### src/rtl/batcharger_ctrl_fsm.sv
// Battery charge controller: trickle -> constant-current -> constant-voltage -> end sequencing
// with debounced transitions, a CV timeout and temperature/supply fault handling.
module batcharger_ctrl_fsm #(
  parameter int unsigned TICK_DIV = 1000,
  parameter int unsigned DEB_N    = 4,
  parameter int unsigned TMR_W    = 16
) (
  input  logic             clk,
  input  logic             rst,
  input  logic             en,
  input  logic             vtok,
  input  logic [7:0]       vbat,
  input  logic [7:0]       ibat,
  input  logic [7:0]       tbat,
  input  logic [7:0]       vcutoff,
  input  logic [7:0]       vpreset,
  input  logic [7:0]       iend,
  input  logic [7:0]       tempmin,
  input  logic [7:0]       tempmax,
  input  logic [TMR_W-1:0] tmax,
  input  logic [7:0]       icc_cfg,
  input  logic [7:0]       itc_cfg,
  input  logic [7:0]       vcv_cfg,
  output logic             cc,
  output logic             tc,
  output logic             cv,
  output logic [7:0]       icc,
  output logic [7:0]       itc,
  output logic [7:0]       vcv,
  output logic [2:0]       state,
  output logic             fault
);

  localparam int unsigned DEB_W = $clog2(DEB_N + 1);
  localparam int unsigned PRE_W = $clog2(TICK_DIV + 1);

  localparam logic [DEB_W-1:0] DEB_LAST = DEB_W'(DEB_N - 1);
  localparam logic [PRE_W-1:0] PRE_LAST = PRE_W'(TICK_DIV - 1);

  typedef enum logic [2:0] {
    S_IDLE  = 3'd0,
    S_TC    = 3'd1,
    S_CC    = 3'd2,
    S_CV    = 3'd3,
    S_END   = 3'd4,
    S_FAULT = 3'd5
  } state_e;

  state_e           state_q, state_d;
  logic [DEB_W-1:0] deb_q, deb_d;
  logic [PRE_W-1:0] pre_q, pre_d;
  logic [TMR_W-1:0] tick_q, tick_d;
  logic [7:0]       icc_q, icc_d;
  logic [7:0]       itc_q, itc_d;
  logic [7:0]       vcv_q, vcv_d;

  logic             tok;
  logic             charging;
  logic             cond;
  logic             illegal;
  state_e           exit_state;
  logic             deb_done;
  logic             tick_evt;
  logic [TMR_W-1:0] tick_inc;
  logic             timeout;

  assign tok      = (tbat >= tempmin) && (tbat <= tempmax) && vtok;
  assign charging = (state_q == S_TC) || (state_q == S_CC) || (state_q == S_CV);

  // CV timer: prescaler divides clk into ticks; the timeout fires on the edge the count reaches tmax.
  assign tick_evt = (state_q == S_CV) && (pre_q == PRE_LAST);
  assign tick_inc = (&tick_q) ? tick_q : tick_q + TMR_W'(1);
  assign timeout  = (state_q == S_CV) && (tmax != '0) &&
                    ((tick_q == tmax) || (tick_evt && (tick_inc == tmax)));

  always_comb begin
    cond       = 1'b0;
    exit_state = S_IDLE;
    illegal    = 1'b0;
    case (state_q)
      S_IDLE: begin
        cond       = en && tok && (vbat < vpreset);
        exit_state = (vbat < vcutoff) ? S_TC : S_CC;
      end
      S_TC: begin
        cond       = (vbat >= vcutoff);
        exit_state = S_CC;
      end
      S_CC: begin
        cond       = (vbat >= vcv_q);
        exit_state = S_CV;
      end
      S_CV: begin
        cond       = (ibat <= iend);
        exit_state = S_END;
      end
      S_END: begin
        cond       = (vbat < vpreset);
        exit_state = S_IDLE;
      end
      S_FAULT: begin
        cond       = tok;
        exit_state = S_IDLE;
      end
      default: illegal = 1'b1;
    endcase
  end

  assign deb_done = cond && (deb_q >= DEB_LAST);

  always_comb begin
    state_d = state_q;
    if (!en || illegal) begin
      state_d = S_IDLE;
    end else if (charging && !tok) begin
      state_d = S_FAULT;
    end else if (timeout) begin
      state_d = S_END;
    end else if (deb_done) begin
      state_d = exit_state;
    end
  end

  always_comb begin
    deb_d = deb_q;
    if ((state_d != state_q) || !cond) begin
      deb_d = '0;
    end else if (!(&deb_q)) begin
      deb_d = deb_q + DEB_W'(1);
    end
  end

  always_comb begin
    pre_d  = pre_q;
    tick_d = tick_q;
    if (state_q != S_CV) begin
      pre_d  = '0;
      tick_d = '0;
    end else if (tick_evt) begin
      pre_d  = '0;
      tick_d = tick_inc;
    end else begin
      pre_d  = pre_q + PRE_W'(1);
    end
  end

  // Targets are captured only when a charge starts, so cfg edits mid-charge have no effect.
  always_comb begin
    icc_d = icc_q;
    itc_d = itc_q;
    vcv_d = vcv_q;
    if ((state_q == S_IDLE) && (state_d != S_IDLE)) begin
      icc_d = icc_cfg;
      itc_d = itc_cfg;
      vcv_d = vcv_cfg;
    end
  end

  always_ff @(posedge clk) begin
    if (rst) begin
      state_q <= S_IDLE;
      deb_q   <= '0;
      pre_q   <= '0;
      tick_q  <= '0;
      icc_q   <= '0;
      itc_q   <= '0;
      vcv_q   <= '0;
    end else begin
      state_q <= state_d;
      deb_q   <= deb_d;
      pre_q   <= pre_d;
      tick_q  <= tick_d;
      icc_q   <= icc_d;
      itc_q   <= itc_d;
      vcv_q   <= vcv_d;
    end
  end

  assign state = state_q;
  assign tc    = (state_q == S_TC);
  assign cc    = (state_q == S_CC);
  assign cv    = (state_q == S_CV);
  assign fault = (state_q == S_FAULT);
  assign icc   = icc_q;
  assign itc   = itc_q;
  assign vcv   = vcv_q;

endmodule

### config.mk
export PLATFORM = sky130hd
export DESIGN_NAME = batcharger_ctrl_fsm
export DESIGN_NICKNAME = d
export VERILOG_FILES = /design/src/rtl/batcharger_ctrl_fsm.sv
export SDC_FILE = /design/constraint.sdc
export NUM_CORES = 1
export LEC_CHECK = 0
export ABC_AREA = 1
export BUFFER_PORTS_ARGS = -buffer_cell sky130_fd_sc_hd__buf_4
export CAP_MARGIN = 20
export CORE_MARGIN = 3
export CORE_UTILIZATION = 53
export CTS_BUF_LIST = sky130_fd_sc_hd__clkbuf_8
export CTS_CLUSTER_DIAMETER = 60
export DETAILED_ROUTE_END_ITERATION = 10
export PLACE_DENSITY_LB_ADDON = 0.05
export SYNTH_ARGS = -nofsm -noshare
export SYNTH_HDL_FRONTEND = slang
export SYNTH_SLANG_ARGS = --single-unit
### constraint.sdc
create_clock -name clk -period 5 [get_ports clk]
set_input_delay 0.75 -clock clk [delete_from_list [all_inputs] [get_ports clk]]
set_output_delay 0.75 -clock clk [all_outputs]
set_load 0.01 [all_outputs]
; After elaboration in Yosys (flattened, before gate mapping)
; Cells that the tools add are included.
[totals]
input_bits = 108
ff_bits = 56
output_inout_bits = 31
[op_classes]
n_addsub = 3
n_reduce_logical = 28
n_eq_ne = 10
n_lt_le_gt_ge = 8
mux = 9
[op_table]
columns = op, count
row1 = 16-bit == test, 2
row2 = 8-bit >= comparator, 3
row3 = 16-bit by 1-bit adder with 16-bit output (second input constant), 1
row4 = 8-bit less-or-equal comparator, 2
row5 = 8-bit < comparator, 2
row6 = 16-bit 2-to-1 mux, 1
row7 = 16-bit AND reduction, 1
row8 = 16-bit nonzero test, 1
row9 = 3-bit 2-to-1 mux, 4
row10 = 3-bit one-hot mux with 4 select lines, 1
row11 = 1-bit logical AND, 11
row12 = 10-bit by 1-bit adder with 10-bit output (second input constant), 1
row13 = 10-bit == test (second input constant), 1
row14 = 3-bit by 2-bit == test with 1-bit output (second input constant), 2
row15 = 3-bit == test (second input constant), 2
row16 = 1-bit one-hot mux with 6 select lines, 1
row17 = 6-bit OR reduction, 1
row18 = 1-bit logical OR, 5
row19 = 2-bit OR reduction, 2
row20 = 3-bit by 1-bit adder with 3-bit output (second input constant), 1
row21 = 3-bit by 1-bit == test with 1-bit output (second input constant), 1
row22 = 3-bit by 2-bit >= comparator with 1-bit output (second input constant), 1
row23 = 1-bit zero test, 3
row24 = 3-bit zero test, 1
row25 = other kinds (7), 7

; Longest topological paths before layout
; Gate-level depths: netlist (run 1).
[logic_depth]
ltp_word = 14
depth_mapped = 27
ltp_nobuf = 26

; Worst setup path after synthesis (run 1)
; OpenSTA, ideal clock, no wires.
[synth_timing]
path_type = input-to-reg
from = in tempmin[3]
to = reg vcv_q[1] (netlist: vcv[1])
n_path_buf = 2
path_slack_ps = 2123
setup_ps = 113
arrival_time_ps = 2764
stages = 23
path_cell_list = inv_1 > ha_1 > nand2_1 > nor2_1 > nor2_1 > nand2_1 > nand2_1 > a21boi_0 > nand3_1 > nand2_1 > nand2_1 > nand2_1 > nand2_1 > nand2_1 > nand2_1 > nand2_1 > nand2_1 > nand2_1 > nand3_2 > buf_6 > buf_8 > a21oi_2 > nor2_1
[synth_via]
elab_chain_cells = 13
word_cells_on_any_way = 15
cone_classes = order compare (1) / mux (5) / reduce/logical (9)
[synth_lines]
columns = element, line
row1 = start: declaration, 18  ; input logic [7:0] tempmin,
row2 = 8-bit >= comparator (*), 67  ; assign tok = (tbat >= tempmin) && (tbat <= tempmax) && vtok;
row3 = 1-bit logical AND (*) (2 in a row), 67
row4 = 1-bit logical AND (2 in a row), 82  ; cond = en && tok && (vbat < vpreset);
row5 = 1-bit one-hot mux with 6 select lines, 80  ; case (state_q)
row6 = 1-bit logical AND, 109  ; assign deb_done = cond && (deb_q >= DEB_LAST);
row7 = 3-bit 2-to-1 mux, 119  ; end else if (deb_done) begin
row8 = 3-bit 2-to-1 mux, 117  ; end else if (timeout) begin
row9 = 3-bit 2-to-1 mux (*), 115  ; end else if (charging && !tok) begin
row10 = 3-bit 2-to-1 mux (*), 113  ; if (!en || illegal) begin
row11 = 3-bit nonzero test (*), 152  ; if ((state_q == S_IDLE) && (state_d != S_IDLE)) begin
row12 = 1-bit logical AND (*), 152
row13 = end signal: assignment, 175  ; vcv_q <= vcv_d;
row14 = end: declaration, 55  ; logic [7:0] vcv_q, vcv_d;
; Every way passes the cells marked *; elsewhere a longest branch is shown, timed or not.
; A chain may end at the register's enable or synchronous reset.

; Final worst setup path (run 1)
[layout_timing]
from = reg state_q[1] (netlist: state[1])
to = reg itc_q[5] (netlist: itc[5])
[layout_via]
elab_chain_cells = 10
word_cells_on_any_way = 26
cone_classes = eq/ne (5) / mux (7) / reduce/logical (14)
[layout_lines]
columns = element, line
row1 = start: declaration, 49  ; state_e state_q, state_d;
row2 = start signal: assignment, 169  ; state_q <= state_d;
row3 = branches (longest 9 deep; another with 1-bit one-hot mux with 6 select lines), -
row4 = 1-bit logical AND (*), 152
row5 = end signal: assignment, 174  ; itc_q <= itc_d;
row6 = end: declaration, 54  ; logic [7:0] itc_q, itc_d;
; Mark *: on every way between the ends.

==> results.yml, run 1 <==
clock_tree:
  clk_latency_ps: 310
  h-tree-depth: 2
  cts_resized: 0
  cts_made_buffers: 5
  max-clock-path-buffers: 2
  cts.sinks: 56
  holdBufCountCts: 0
  clk_pin_slew_ps: 110
  cts-root-buf: "clkbuf_8"
  cts_tree: "built"
  post_cts_buffers: 0
sta:
  skew_ps: 11.0
  slew_viol_final: 0
  rsz0062_at_grt: "no"
  hold_ws_ps: 453
  period_minus_slack_ps: 3240
  finalHoldViolations: 0
  final-setup-viol-count: 0
  finalCritPeriodShare: 0.649
  tns_ps: 0
  max_slew_margin: 0.537
  max_freq_mhz: 308
  worst_slew_pin_slew_ps: 694
synthesis:
  yosysUniqueCellTypes: 35
  synth.top_cell.area_share: 0.229
  synth_edf_count: 0
  syn_area_um2: 4900
  synth_nets: 919
  synthCells: 759
  ys_seq_elements: 56
  async_reset_ff_frac: 0
  ys_seq_area_frac: 0.229
  yosys_warnings: 0
  synth_ff_type: "dfxtp_1"
  synth_area_leader_cell: "dfxtp_1"
  synthTopCellsByArea: "dfxtp_1 (23%), nand2_1 (16%), ha_1 (13%)"
  syn_area_per_cell_um2: 6.45
global_routing:
  grt_use_met3: 0.0560
  use_met1: 0.290
  grt_pass1_wl_um: 19700
  grt.total_usage: 0.228
  antenna_found_initial: 0
  grt-busiest-layer: "met2"
  met2_usage: 0.392
  grt_pass1_vias: 4603
  globalRouteOverflowTotal: 0
  grt_max_degree: 50
die:
  ios: 139
  num_rows: 34
  fp.dieW_um: 102
  dieHeight_um: 102
  die_area_um2: 10400
  core_region_area_um2: 8850
  start_util: 0.554
cells_and_area:
  layout-drive-gt1-share: 0.210
  antennaDiodeCount: 0
  fin_nets: 1048
  nFillCells: 785
  mostFrequentLayoutCells: "nand2_1 (204), buf_4 (139), inv_1 (117)"
  syn_to_final_growth_pct: 24.3
  finalNonFillerCells: 997
  mostFrequentLayoutCell: "nand2_1"
pwr:
  power_frac_comb: 0.211
  switchingPower_uw: 246
  pwr-share-seq: 0.496
  leakage_uw: 0.00309
  ir_worst_vdd_mv: 0.110
  swShare: 0.274
  pwr-share-clk: 0.293
  power.density_nw_per_um2: 148
  intPower_uw: 654
hold_path:
  whs_path_depth: 1
  hold_path.class: "register to register"
setup_path:
  worstPathRequired_ps: 5210
  cp.arrival_ps: 3450
  crit_fanout: 43
  crit_type: "register to register"
  endpoint_kind: "register"
  r2r_cells: 16
  cp-start-kind: "register"
  cp_slowest_stage_delay_ps: 530
  cp_common_cell: "nand2_1"
  cp_slowest_cell: "dfxtp_1"
  critical_path.cell_chain: "nand2_1 > nor2_1 > inv_1 > nor2_2 > nand2_1 > nor3_1 > nand3_1 > nand2_1 > nand2_1 > nand3_1 > nand2_1 > nand3_2 > buf_12 > nand3b_1 > nand2_1 > nor2_1"
placement:
  gp_congestion: 0.900
  dp.cells: 988
  dp_hpwl_um: 10100
  numPortBuffers: 138
run:
  drv_cap: 0
drt:
  vias_per_cell: 5.13
  wl_um: 12300
  ant_nets: 0
  vias: 5119
  drt_iter0_markers: 189
  wl_per_cell_um: 12.4
  first_pass_iters: 5
  drc: 0
run_status:
  status: "completed"
## critical path: cells and delay by family, from the launching register on
| kind | cells | cell delay [ps] |
|---|---|---|
| buffers and inverters | 2 | 490 |
| DFF | 1 | 530 |
| and+or+nand+nor | 14 | 2090 |
## per-stage QoR
step	setup WS (ps)	power (uW)	area (um2)	utilization
2_1_floorplan	2120	552	4900	-
3_5_place_dp	930	647	5970	0.675
6_report	1760	900	6090	0.688
3_3_place_gp	1100	640	5970	0.675
5_1_grt	1410	953	6090	0.688
4_1_cts	1080	909	6070	0.686
## final timing paths
kind	from	end	slack [ps]
hold / removal	pre_q[0]	pre_q[0]	450
setup reg to reg	state[1]	itc[5]	1760
setup / recovery	state[1]	itc[5]	1760
hold reg to reg	pre_q[0]	pre_q[0]	450
## synth_stat cells (all sizes together) (2+ instances only)
cell	instances
nand3b	29
a221oi	2
nand3	32
nand4	11
o21a	2
buf	11
nor3b	2
o21bai	5
a21o	2
nand2	210
dfxtp	56
ha	52
a21oi	65
xor2	19
clkbuf	7
inv	118
nor3	14
o21ai	13
nor4	10
nor2	92
## logic make-up after synthesis
kind of cell / after synthesis / share of synthesized area
buffers and inverters: 136 / 0.114
AND/OR/NAND/NOR: 403 / 0.370
adder cells (fa/ha/maj): 52 / 0.133
multiplexers: 1 / 0.00204
XOR/XNOR: 20 / 0.0358
flip-flops: 56 / 0.229
AO/OA/AOI/OAI: 91 / 0.116
## power groups by stage
| stage | logic [uW] | registers, uW | clock network (uW) |
|---|---|---|---|
| finish | 190 | 446 | 264 |
| global route | 216 | 446 | 291 |
| CTS | 191 | 446 | 272 |
| detailed placement | 190 | 456 | 0 |
| global placement | 183 | 456 | 0 |
| floorplan | 95.8 | 456 | 0 |
## routing by layer
metal / up-vias / part of all wire
li1: 2685 / -
met1: 2254 / 0.42
met2: 166 / 0.48
met3: 14 / 0.082
met4: 0 / 0.010
met5: - / 0
## sequential cells by signal, indices dropped and copies added, names as in the netlist
register / flops
tick_q: 16
deb_q: 3
icc: 8
itc: 8
state: 3
vcv: 8
pre_q: 10
## cell type report
cell class | instances | area [um2] | area share
clock buffers | 5 | 68.8 | 0.0113
clock inverters | 3 | 27.5 | 0.00452
inverters | 118 | 443 | 0.0728
multi-input cells | 567 | 3230 | 0.530
flip-flops and latches | 56 | 1120 | 0.184
well taps | 108 | 135 | 0.0222
repair buffers | 140 | 1060 | 0.175
No activity file was read; power rests on OpenSTA's default activity.
==> inputs of run 2 (changes only) <==
Settings changed: CORE_UTILIZATION 53 to 49.
Clock period 5 ns to 2.8 ns, I/O delays scaled along.
==> run 2 against run 1 <==
Net effect: the run now ends with negative setup slack left; final cell count is 5.3% higher; sequential share of layout area is 1.1 points lower; first-iteration DRC count is 4.2% higher; critical path depth is 6 higher; register-to-register slack worse by 1800 ps; critical path type unchanged.
==> results.yml, run 2 (synthesis results as in run 1) <==
placement:
  dp_hpwl_um: 10600
  gp_congestion: 0.964
  dpl_cell_area_um2: 6170
  dp.cells: 1030
  numPortBuffers: 138
sta:
  finalCritPeriodShare: 1.01
  max_slew_margin: 0.510
  final-setup-viol-count: 2
  skew_ps: 5.89
  layout_setup_ws_ps: -21.2
  hold_ws_ps: 303
  max_freq_mhz: 354
  slew_viol_final: 0
  worst_slew_pin_slew_ps: 734
  period_minus_slack_ps: 2820
  finalHoldViolations: 0
  rsz0062_at_grt: "yes"
drt:
  wl_um: 13500
  first_pass_iters: 4
  drc: 0
  ant_nets: 0
  drt_iter0_markers: 197
  wl_per_cell_um: 12.8
  vias: 5324
  vias_per_cell: 5.07
pwr:
  ir_worst_vdd_mv: 0.224
  fin_total_pwr_uw: 1600
  leakage_uw: 0.00334
  power.density_nw_per_um2: 245
hold_path:
  hold_path.class: "input port to register"
global_routing:
  grt_pass1_vias: 5032
  grt.total_usage: 0.230
  grt_max_degree: 49
  grt_pass1_wl_um: 21900
  globalRouteOverflowTotal: 0
  antenna_found_initial: 0
die:
  die_area_um2: 11200
  fp.dieW_um: 106
  core_region_area_um2: 9460
  start_util: 0.518
  num_rows: 35
  ios: 139
  dieHeight_um: 106
cells_and_area:
  mostFrequentLayoutCells: "nand2_1 (195), buf_4 (166), inv_1 (118)"
  largest_reg_flops: 16
  syn_to_final_growth_pct: 33.1
  fin_nets: 1080
  mostFrequentLayoutCell: "nand2_1"
  final_util: 0.689
  antennaDiodeCount: 0
  finalNonFillerCells: 1050
  layout-drive-gt1-share: 0.264
  largest-register: "tick_q"
  fin_area_um2: 6520
  nFillCells: 847
  reg_top3: "tick_q x16, pre_q x10"
setup_path:
  crit_type: "register to register"
  cp-start-kind: "register"
  worstPathRequired_ps: 3020
  endpoint_kind: "register"
  cp.arrival_ps: 3040
  crit_fanout: 17
run_status:
  status: "complete, but fails checks"
  failed_checks: "negative setup slack"
clock_tree:
  cts.sinks: 56
  cts_made_buffers: 5
  cts_tree: "built"
  clk_latency_ps: 320
  clk_pin_slew_ps: 100
  max-clock-path-buffers: 2
  cts-root-buf: "clkbuf_8"
  h-tree-depth: 2
run:
  drv_cap: 0
[run 2: cell types whose count changed in the layout (fill, tap and decap cells not counted), sizes merged]
cell	previous run	this run
buf	140	169
clkbuf	5	8
clkinvlp	1	0
inv	119	120
[run 2: metrics by stage]
stage	setup TNS (ps)	worst slack (ps)
6_report	-24.1	-21.2
3_5_place_dp	-2650	-128
3_3_place_gp	0	4.13
2_1_floorplan	0	253
5_1_grt	-5510	-253
4_1_cts	0	0.0879
[run 2: power breakdown]
part,switching [uW],total (uW),internal (uW)
registers,0.273,796,796
logic,155,343,188
clock network,282,457,176
[run 2: path summary, 6_finish.rpt]
check	from	to	slack, ps	cells past startpoint
max	tick_q[5]	itc[3]	-20	22
min	rst	state[1]	300	2
max reg2reg	tick_q[5]	itc[3]	-20	22
min reg2reg	pre_q[0]	pre_q[0]	460	1
[run 2: critical path, cell delays in order, from the launching register on]
cell and delay [ps]:
dfxtp_2 420, nand2_2 100, nor2_2 160, nand2_4 110, nor2_4 180, nand2_4 110, nand2_2 80, nand2_1 50
nand2_1 50, inv_1 40, nor2_1 100, nand2_1 80, nor2_1 100, nand3_1 70, nand2_1 80, nand2_2 90
nand2_2 90, nand2_2 60, nand2_2 90, nand3_4 180, clkbuf_16 250, a21oi_2 160, nor2_2 60
[run 2: final cells by class]
cell class,instances,area [um2],share of cell area
Clock inverter,3,17.5,0.00269
Multi-Input combinational cell,567,3320,0.510
Timing Repair Buffer,172,1370,0.211
Inverter,118,445,0.0683
Tap cell,129,161,0.0248
Sequential cell,56,1130,0.173
Clock buffer,5,68.8,0.0106
[run 2: repair_timing]
| item | in CTS | in global routing |
|---|---|---|
| setup buffers | 0 | 9 |
| cloned | 0 | 3 |
| pin swaps | 0 | 15 |
| gates resized for setup | 1 | 39 |
| hold buffers | 0 | 0 |
| endpoints found under the setup margin | 6 | 27 |
[run 2: layer usage]
metal	global-route usage	wire length, um
met5	0	0
met4	0.0453	167
met2	0.415	6680
met3	0.0474	994
met1	0.284	5640
==> inputs of run 3 (changes only) <==
--- a/config.mk
+++ b/config.mk
@@ -9,3 +9,3 @@
 export BUFFER_PORTS_ARGS = -buffer_cell sky130_fd_sc_hd__buf_4
-export CAP_MARGIN = 20
+export CAP_MARGIN = 0
 export CORE_MARGIN = 3
@@ -16,2 +16,3 @@
 export PLACE_DENSITY_LB_ADDON = 0.05
+export SETUP_SLACK_MARGIN = 0.1
 export SYNTH_ARGS = -nofsm -noshare
--- a/constraint.sdc
+++ b/constraint.sdc
@@ -3,2 +3,2 @@
 set_output_delay 0.42 -clock clk [all_outputs]
-set_load 0.01 [all_outputs]
+set_load 0.1 [all_outputs]
==> run 3 against run 2 <==
Net effect: the flow now finishes without violations; die area is the same; clock power grew 4%; core utilization is 2.9 points higher; combinational power grew 1%; register-to-register slack improved by 60 ps; sequential cell count is the same; via count is 1.3% higher; first-iteration DRC count decreased by 22%; sequential power fell by 0.6%; maximum frequency grew 2.0%; design area increased by 4.2%; non-clock buffer count is 8 higher; critical path type unchanged; critical endpoint is now icc[2]; largest power group unchanged.
==> results.yml, run 3 (synthesis results as in run 1) <==
setup_path:
  crit_fanout: 6
  worstPathRequired_ps: 3020
  cp.arrival_ps: 2990
  crit_type: "register to register"
  r2r_cells: 23
  endpoint_kind: "register"
  rr_startpoint: "tick_q[0]"
  cp-start-kind: "register"
  r2r-end: "icc[2]"
  r2r_slack_ps: 40
clock_tree:
  holdBufCountCts: 0
  cts_made_buffers: 5
  clk_pin_slew_ps: 110
  cts.sinks: 56
  h-tree-depth: 2
  cts_tree: "built"
  max-clock-path-buffers: 2
  cts-root-buf: "clkbuf_8"
  clk_latency_ps: 310
sta:
  max_slew_margin: 0.519
  slew_viol_final: 0
  worst_slew_pin_slew_ps: 721
  rsz0062_at_grt: "yes"
  final-setup-viol-count: 0
  max_freq_mhz: 362
  skew_ps: 12.8
  layout_setup_ws_ps: 35.4
  period_minus_slack_ps: 2760
  finalHoldViolations: 0
  finalCritPeriodShare: 0.987
pwr:
  leakage_uw: 0.00341
  power.density_nw_per_um2: 238
  ir_worst_vdd_mv: 0.233
die:
  core_region_area_um2: 9460
  dieHeight_um: 106
  ios: 139
  num_rows: 35
  start_util: 0.518
  fp.dieW_um: 106
  die_area_um2: 11200
global_routing:
  antenna_found_initial: 0
  grt_pass1_vias: 5273
  grt_max_degree: 49
  globalRouteOverflowTotal: 0
  grt_pass1_wl_um: 23500
  grt.total_usage: 0.248
hold_path:
  worstHoldEndpoint: "state[0]"
  whs_path_depth: 2
  hold_path.class: "input port to register"
  min_from: "rst"
drt:
  drt_iter0_markers: 154
  wl_um: 14200
  vias_per_cell: 5.10
  wl_per_cell_um: 13.4
  vias: 5391
  drc: 0
  ant_nets: 0
  first_pass_iters: 4
cells_and_area:
  largest-register: "tick_q"
  mostFrequentLayoutCell: "nand2_1"
  mostFrequentLayoutCells: "nand2_1 (189), buf_4 (167), inv_1 (115)"
  layout-drive-gt1-share: 0.300
  largest_reg_flops: 16
  antennaDiodeCount: 0
  syn_to_final_growth_pct: 38.6
  fin_nets: 1088
  reg_top3: "tick_q x16, pre_q x10"
  final_util: 0.718
placement:
  dp_hpwl_um: 11000
  dpl_worst_slack_ps: -115
  numPortBuffers: 138
  gp_congestion: 0.963
run:
  drv_cap: 0
run_status:
  status: "completed"
run 3: cell count changes in the layout (fill, tap and decap cells not counted), moves of 4 or more:
cell / delta
buf_16: +4
buf_6: +4
dfxtp_1: -6
dfxtp_4: +6
nand2_1: -6
nand2_2: +6
nor2_1: -5
nor3_1: -4
run 3: what timing repair did:
action                                  4_1_cts  5_1_grt
endpoints found under the setup margin       27       27
buffers inserted                             15        3
gates resized for setup                      40       33
gates cloned                                  5        1
pin swaps                                    23       26
run 3: per-stage QoR:
stage	instance area, um2	hold slack (ps)	power, uW	TNS [ps]	instances
floorplan	4970	418	983	-6540	759
global placement	6200	432	1140	0	1027
detailed placement	6200	440	1160	-1630	1027
CTS	6660	292	1620	-198	1055
global route	6790	292	1700	-4120	1058
finish	6790	299	1610	0	1058
run 3: area by class of cell:
cell class	instances	area, um2
fillers	820	2670
repair buffers	180	1510
clock buffers	5	68.8
clock inverters	3	21.3
flip-flops and latches	56	1150
inverters	118	445
well taps	129	161
multi-input cells	567	3440
run 3: critical path, stage by stage, from the launching register on:
cell	delay [ps]
dfxtp_2	370
ha_4	160
nand2_4	50
nor2_4	100
nand2_4	100
nor2_4	160
nand2_4	100
buf_6	150
nand2_2	40
nand2_1	50
nand2_1	70
inv_2	50
nand3_2	50
nor2_1	40
nand3_1	80
nand2_1	70
nand2_2	110
nand4_1	190
nand3_4	200
buf_12	140
buf_16	100
nand3b_1	80
nand2_1	100
nor2_1	60
run 3: worst max path at each step:
stage	start	to	slack, ps
floorplan	state[2]	vcv[1]	-280
global placement	tbat[3]	vcv[6]	6
detailed placement	tbat[3]	itc[0]	-120
CTS	tick_q[1]	itc[0]	-30
global route	tick_q[0]	icc[2]	-190
finish	tick_q[0]	icc[2]	40
run 3: routing by layer:
layer	vias up	track usage	share of wire
li1	2763	-	-
met1	2428	0.310	0.42
met4	0	0.0518	0.014
met2	182	0.444	0.49
met3	18	0.0443	0.073
met5	-	0	0
run 3: power by group:
group	internal (uW)	switching, uW	total [uW]
Clock	179	296	475
Sequential	790	0.308	791
Combinational	188	159	347
Total	1160	456	1610
